`src/rtl/cdb_scheduler_pkg.sv`:
```
// ============================================================================
// cdb_scheduler_pkg : shared widths, empty-tag constant and clog2 helper
// Revision: 1.0
// ============================================================================
`default_nettype none

package cdb_scheduler_pkg;

  localparam int DATA_W_DEF = 32;
  localparam int TAG_W_DEF  = 4;
  localparam int EMPTY_TAG  = 0;
  localparam int WAIT_W     = 4;

  typedef logic [WAIT_W-1:0] wait_t;

  function automatic int clog2(input int value);
    int result;
    int v;
    result = 0;
    v      = value - 1;
    while (v > 0) begin
      result = result + 1;
      v      = v >> 1;
    end
    return result;
  endfunction

endpackage

`default_nettype wire

```
`src/rtl/cdb_scheduler_rr_arbiter.sv`:
```
// ============================================================================
// cdb_scheduler_rr_arbiter : combinational round-robin arbiter with forced
// lowest-index priority override. Revision: 1.0
// ============================================================================
`default_nettype none

module cdb_scheduler_rr_arbiter #(
  parameter int NUM_REQ = 4,
  parameter int SRC_W   = 2
) (
  input  logic [NUM_REQ-1:0] req_i,
  input  logic [SRC_W-1:0]   ptr_i,
  input  logic [NUM_REQ-1:0] force_i,
  input  logic               enable_i,
  output logic [NUM_REQ-1:0] grant_o,
  output logic [SRC_W-1:0]   idx_o
);

  logic [NUM_REQ-1:0] rot;
  int                 sel;
  int                 pos;

  always_comb begin
    grant_o = '0;
    idx_o   = '0;
    sel     = -1;
    pos     = 0;
    // rot[k] is the request sitting k places after the pointer
    rot     = NUM_REQ'({req_i, req_i} >> ptr_i);
    if (enable_i) begin
      for (int i = NUM_REQ - 1; i >= 0; i--) begin
        if (force_i[i] && req_i[i]) sel = i;
      end
      if (sel < 0) begin
        for (int k = NUM_REQ - 1; k >= 0; k--) begin
          if (rot[k]) begin
            pos = int'(ptr_i) + k;
            if (pos >= NUM_REQ) pos = pos - NUM_REQ;
            sel = pos;
          end
        end
      end
      if (sel >= 0) begin
        idx_o = SRC_W'(sel);
        for (int i = 0; i < NUM_REQ; i++) begin
          grant_o[i] = (sel == i);
        end
      end
    end
  end

endmodule

`default_nettype wire

```
`src/rtl/cdb_scheduler.sv`:
```
// ============================================================================
// cdb_scheduler : shares the common data bus between functional units with
// round-robin, starvation override, flush kill and registered broadcast.
// Revision: 1.0
// ============================================================================
`default_nettype none

module cdb_scheduler
  import cdb_scheduler_pkg::*;
#(
  parameter int NUM_REQ  = 4,
  parameter int DATA_W   = DATA_W_DEF,
  parameter int TAG_W    = TAG_W_DEF,
  parameter int SRC_W    = 2,
  parameter int MAX_WAIT = 7
) (
  input  logic                      clk_i,
  input  logic                      rst_ni,
  input  logic                      flush_i,
  input  logic [NUM_REQ-1:0]        req_valid_i,
  input  logic [NUM_REQ*DATA_W-1:0] req_data_i,
  input  logic [NUM_REQ*TAG_W-1:0]  req_tag_i,
  output logic [NUM_REQ-1:0]        req_ready_o,
  output logic                      cdb_valid_o,
  output logic [DATA_W-1:0]         cdb_data_o,
  output logic [TAG_W-1:0]          cdb_tag_o,
  output logic [SRC_W-1:0]          cdb_src_o
);

  if ((SRC_W != clog2(NUM_REQ)) || (NUM_REQ < 2) || (NUM_REQ > 8) ||
      (MAX_WAIT < 1) || (MAX_WAIT > 15)) begin : g_bad_params
    $error("cdb_scheduler: illegal parameter combination");
  end

  localparam wait_t MAX_WAIT_C = wait_t'(MAX_WAIT);

  wait_t              wait_q [NUM_REQ];
  wait_t              wait_d [NUM_REQ];
  logic [SRC_W-1:0]   rr_ptr_q, rr_ptr_d;
  logic [NUM_REQ-1:0] force_vec;
  logic [NUM_REQ-1:0] grant;
  logic [SRC_W-1:0]   grant_idx;
  logic               grant_any;
  logic               arb_en;
  logic [DATA_W-1:0]  sel_data;
  logic [TAG_W-1:0]   sel_tag;

  logic               cdb_valid_q;
  logic [DATA_W-1:0]  cdb_data_q;
  logic [TAG_W-1:0]   cdb_tag_q;
  logic [SRC_W-1:0]   cdb_src_q;

  // Gating with rst_ni keeps req_ready low for the whole reset window
  assign arb_en = rst_ni & ~flush_i;

  always_comb begin
    force_vec = '0;
    for (int i = 0; i < NUM_REQ; i++) begin
      force_vec[i] = req_valid_i[i] && (wait_q[i] == MAX_WAIT_C);
    end
  end

  cdb_scheduler_rr_arbiter #(
    .NUM_REQ (NUM_REQ),
    .SRC_W   (SRC_W)
  ) u_arb (
    .req_i    (req_valid_i),
    .ptr_i    (rr_ptr_q),
    .force_i  (force_vec),
    .enable_i (arb_en),
    .grant_o  (grant),
    .idx_o    (grant_idx)
  );

  assign grant_any   = |grant;
  assign req_ready_o = grant;

  always_comb begin
    sel_data = '0;
    sel_tag  = '0;
    for (int i = 0; i < NUM_REQ; i++) begin
      if (grant[i]) begin
        sel_data = req_data_i[i*DATA_W +: DATA_W];
        sel_tag  = req_tag_i[i*TAG_W +: TAG_W];
      end
    end
  end

  always_comb begin
    rr_ptr_d = rr_ptr_q;
    if (grant_any) begin
      rr_ptr_d = (grant_idx == SRC_W'(NUM_REQ - 1)) ? '0 : grant_idx + SRC_W'(1);
    end
  end

  always_comb begin
    for (int i = 0; i < NUM_REQ; i++) begin
      wait_d[i] = wait_q[i];
      if (flush_i || !req_valid_i[i] || grant[i]) begin
        wait_d[i] = '0;
      end else if (wait_q[i] != MAX_WAIT_C) begin
        wait_d[i] = wait_q[i] + wait_t'(1);
      end
    end
  end

  always_ff @(posedge clk_i or negedge rst_ni) begin
    if (!rst_ni) begin
      rr_ptr_q    <= '0;
      cdb_valid_q <= 1'b0;
      cdb_data_q  <= '0;
      cdb_tag_q   <= TAG_W'(EMPTY_TAG);
      cdb_src_q   <= '0;
      for (int i = 0; i < NUM_REQ; i++) begin
        wait_q[i] <= '0;
      end
    end else begin
      rr_ptr_q    <= rr_ptr_d;
      cdb_valid_q <= grant_any;
      for (int i = 0; i < NUM_REQ; i++) begin
        wait_q[i] <= wait_d[i];
      end
      if (grant_any) begin
        cdb_data_q <= sel_data;
        cdb_tag_q  <= sel_tag;
        cdb_src_q  <= grant_idx;
      end
    end
  end

  assign cdb_valid_o = cdb_valid_q;
  assign cdb_data_o  = cdb_data_q;
  assign cdb_tag_o   = cdb_tag_q;
  assign cdb_src_o   = cdb_src_q;

endmodule

`default_nettype wire

```
`config.mk`:
```
export PLATFORM = sky130hd
export DESIGN_NAME = cdb_scheduler
export DESIGN_NICKNAME = d
export VERILOG_FILES = /design/src/rtl/cdb_scheduler_pkg.sv /design/src/rtl/cdb_scheduler_rr_arbiter.sv /design/src/rtl/cdb_scheduler.sv
export SDC_FILE = /design/constraint.sdc
export NUM_CORES = 1
export LEC_CHECK = 0
export CAP_MARGIN = 20
export CORE_UTILIZATION = 45
export DETAILED_ROUTE_END_ITERATION = 8
export GPL_ROUTABILITY_DRIVEN = 0
export MAX_ROUTING_LAYER = met4
export PLACE_DENSITY = 0.86
export SLEW_MARGIN = 15
export SYNTH_ARGS = -nofsm -noshare
export SYNTH_HDL_FRONTEND = slang
export SYNTH_SLANG_ARGS = --single-unit
```
`constraint.sdc`:
```
create_clock -name clk_i -period 4.15 [get_ports clk_i]
set_input_delay 0.6225 -clock clk_i [delete_from_list [all_inputs] [get_ports clk_i]]
set_output_delay 0.6225 -clock clk_i [all_outputs]
set_load 0.02 [all_outputs]
```
==> impl_results.md <==
* Antenna viol nets, final at 0
* # rows at 33
* Setup WS post-layout at 0.205 ns
* Vias per cell at 6.17
* Final HPWL DP at 9120 um
* Clk pwr share at 11.9%
* Crit-path max cell delay at 0.65 ns
* Post-synth EDFFs at 0
* Antenna violations before repair at 0
* Vias in the first global route at 4250
* Slew Limit Fails at 0
* CTS sink cnt at 57
* PortBufs at 193
* Sw frac at 47.5%
* Crit path time final at 3.95 ns
* Yosys reg bits at 57
* P&R area growth vs syn at 52.8%
* DR pass1 iterations at 5
* Share of cells above drive strength 1 at 7.29%
* Cell leakage power at 0.00223 uW
* Post-CTS Resized at 0
* Non-Filler Instances at 695
* Seq pwr share at 23.4%
* Worst EP arrival at 3.32 ns
* Cell Pwr Density at 657 mW/mm^2
* Crit Path Class: flop to output pin
* Crit start category: flop
* Status: complete, no violations
* Main flop type after synthesis: dfrtp_1
* Ports at 194
* Num CTS Buffers at 9
* Inst Count DP at 680
* DRC at 0
* Total congestion overflow at 0
* Post-Synthesis Cells at 418
* Clock buffer depth at 2
* Slew margin rel. at 29.9%
* Skew-Pair Late Insertion Delay at 0.33 ns
* Synth Area per Inst at 9.45 sq um
* Critical path data required time at 3.53 ns
* Core area at 0.00834 sq mm
* CTS tree: built
* Final nets at 744
* Die height at 95.7 um
* Max-Cap Viols at 0
* Worst VDD drop at 621 uV
* CTS H-Tree Depth at 3
* Skew final at 0.0107 ns
* Post-synth ARST share at 100%
* Pre-CTS setup slack at 0.263 ns
* Final hold violation count at 0
* P_sw at 1880 uW
* Worst Setup End Kind: output pin
* Setup violators final at 0
* Vias at 4291
* Pin count of the biggest net entering global routing at 76
* Antenna diode count at 0
* Cts-stage hold buffer count at 0
* Post-synthesis sequential area ratio at 36.1%
* CP max FO at 14
* Crit-path slowest cell: dfrtp_1
* Yosys cell types at 53
* Pint at 2080 uW
* RSZ-0062 raised after global routing: false
* Cell Area, Synth at 0.00395 sq mm
* Global-route wire length before repair at 20200 um
* Register clock-pin slew on the reported worst setup and hold paths at 0.06 ns
* Setup TNS at 0 ns
* Worst hold slack at 0.476 ns
* Drt first-iter violations at 206
* Post-CTS setup buffers at 0
* Initial Utilization at 47.3%
* Worst Hold Class: primary input to async pin
* Fin crit share at 95.1%
* Yosys warnings at 0
* Fmax achieved at 253 MHz
* Gr usage total at 29.9%
* Worst slew pin tran at 1.05 ns
* Gate power share at 64.7%
* Die span in x at 95.7 um
* Drt wl/cell at 18.9 um
* Syn_nets at 576
* CTS root buffer: clkbuf_8
* Wirelength, routed at 13100 um
* Die area at 0.00915 sq mm
* Crit-path cells: inv_1 -> ha_1 -> nand2b_1 -> o32a_1 -> a31oi_4 -> nand2_1 -> nor3_1 -> clkdlybuf4s50_1
[logic make-up after synthesis]
| family | after synthesis | synth area share, % |
|---|---|---|
| mux | 7 | 2.41 |
| compound gates | 185 | 38.1 |
| xor+xnor | 4 | 0.887 |
| fa+ha+maj | 7 | 2.22 |
| flops | 57 | 36.1 |
| buf+inv | 56 | 7.73 |
| simple gates | 102 | 12.6 |
[cells in the mapped netlist (3+ instances only)]
library cell  instances  share of area [%]
dfrtp_1              57                 36
nor3_1                7               0.89
inv_1                 8               0.76
a21boi_1             25                4.8
nand3_1               9                1.1
a21boi_0             11                2.1
ha_1                  7                2.2
o32ai_1              36                8.0
nor2_1               56                5.3
mux2i_1               5                1.3
and4b_1               3               0.76
nand3b_1              4               0.76
nand2_1               8               0.76
a21oi_1               8                1.0
clkbuf_1             18                1.7
o21ai_0              12                1.5
xnor2_1               3               0.67
nor2b_1               4               0.63
buf_2                19                2.4
a211oi_1             35                6.7
a2111oi_0            34                7.5
buf_6                 9                2.6
[worst max-delay path: cells and delay by family, from the launching register on]
family / cells / cell delay, ns
DFF: 1 / 0.65
adders and majority gates: 1 / 0.37
AOI/OAI and AO/OA: 2 / 0.61
buffers and inverters: 2 / 0.83
and+or+nand+nor: 3 / 0.54
[per-layer routing]
metal / part of all wire (%) / up-vias / wire, um / global-route usage [%]
met2: 51 / 187 / 6700 / 50.6
met3: 7.6 / 24 / 994 / 6.22
met4: 2.1 / 0 / 276 / 10.3
met1: 39 / 2069 / 5160 / 35.2
met5: 0 / - / 0 / -
li1: - / 2011 / - / -
[per-stage QoR]
step	power (uW)	cell area [sq um]	utilization [%]
detailed placement	3490	5850	70.2
global placement	3430	5850	70.2
CTS	3980	6030	72.3
global route	4220	6030	72.3
finish	3960	6030	72.3
floorplan	2650	3950	-
[sequential cells by signal (all words and copies together), names as in the netlist]
register	count
cdb_data_o	32
wait_q	16
cdb_tag_o	4
cdb_src_o	2
rr_ptr_q	2
cdb_valid_o	1
[cells in the final DEF, fill, tap and decap left out, types with 2 or more instances in the layout]
| master | count |
|---|---|
| buf_4 | 10 |
| and4b_1 | 3 |
| a2111oi_2 | 2 |
| nor3_1 | 7 |
| nand2b_1 | 2 |
| o32ai_1 | 36 |
| a2111oi_0 | 34 |
| mux4_2 | 2 |
| nand3_1 | 9 |
| o311ai_1 | 2 |
| a21boi_0 | 11 |
| o21ai_0 | 12 |
| clkdlybuf4s50_1 | 192 |
| mux2i_1 | 5 |
| a211oi_1 | 35 |
| clkinv_2 | 3 |
| inv_1 | 8 |
| a211oi_2 | 2 |
| clkbuf_8 | 12 |
| nor4b_1 | 2 |
| a21oi_1 | 8 |
| o311ai_2 | 2 |
| xnor2_1 | 3 |
| nor2_1 | 56 |
| ha_1 | 7 |
| a21boi_1 | 25 |
| nor2b_1 | 4 |
| dfrtp_1 | 57 |
| nand3b_1 | 4 |
| nand2_1 | 8 |
| nand4b_1 | 2 |
[final timing paths]
kind	startpoint	end	slack, ns	cells past startpoint
hold / removal	rst_ni	cdb_data_o[26]	0.48	2
setup / recovery	rr_ptr_q[0]	req_ready_o[2]	0.20	8
min in group clk_i	cdb_src_o[1]	cdb_src_o[1]	0.49	2
setup reg to reg	rr_ptr_q[0]	cdb_data_o[3]	0.76	9
hold reg to reg	cdb_src_o[1]	cdb_src_o[1]	0.49	2
max in group asynchronous	rst_ni	wait_q[7]	3.19	2
[area by class of cell]
type / instances / area [sq um]
Fill cell: 627 / 2310
Tap cell: 105 / 131
Inverter: 9 / 33.8
Clock inverter: 3 / 15.0
Sequential cell: 57 / 1430
Timing Repair Buffer: 204 / 2020
Multi-Input combinational cell: 305 / 2240
Clock buffer: 12 / 165
[power by group through the flow]
stage | Combinational [uW] | Clock [uW] | Sequential (uW)
after global routing | 2750 | 514 | 954
final | 2560 | 471 | 928
after detailed placement | 2560 | 0 | 936
after floorplan | 1540 | 0 | 1110
after CTS | 2570 | 479 | 930
after global placement | 2500 | 0 | 929
Note: power is estimated with default switching activity, not from simulation.
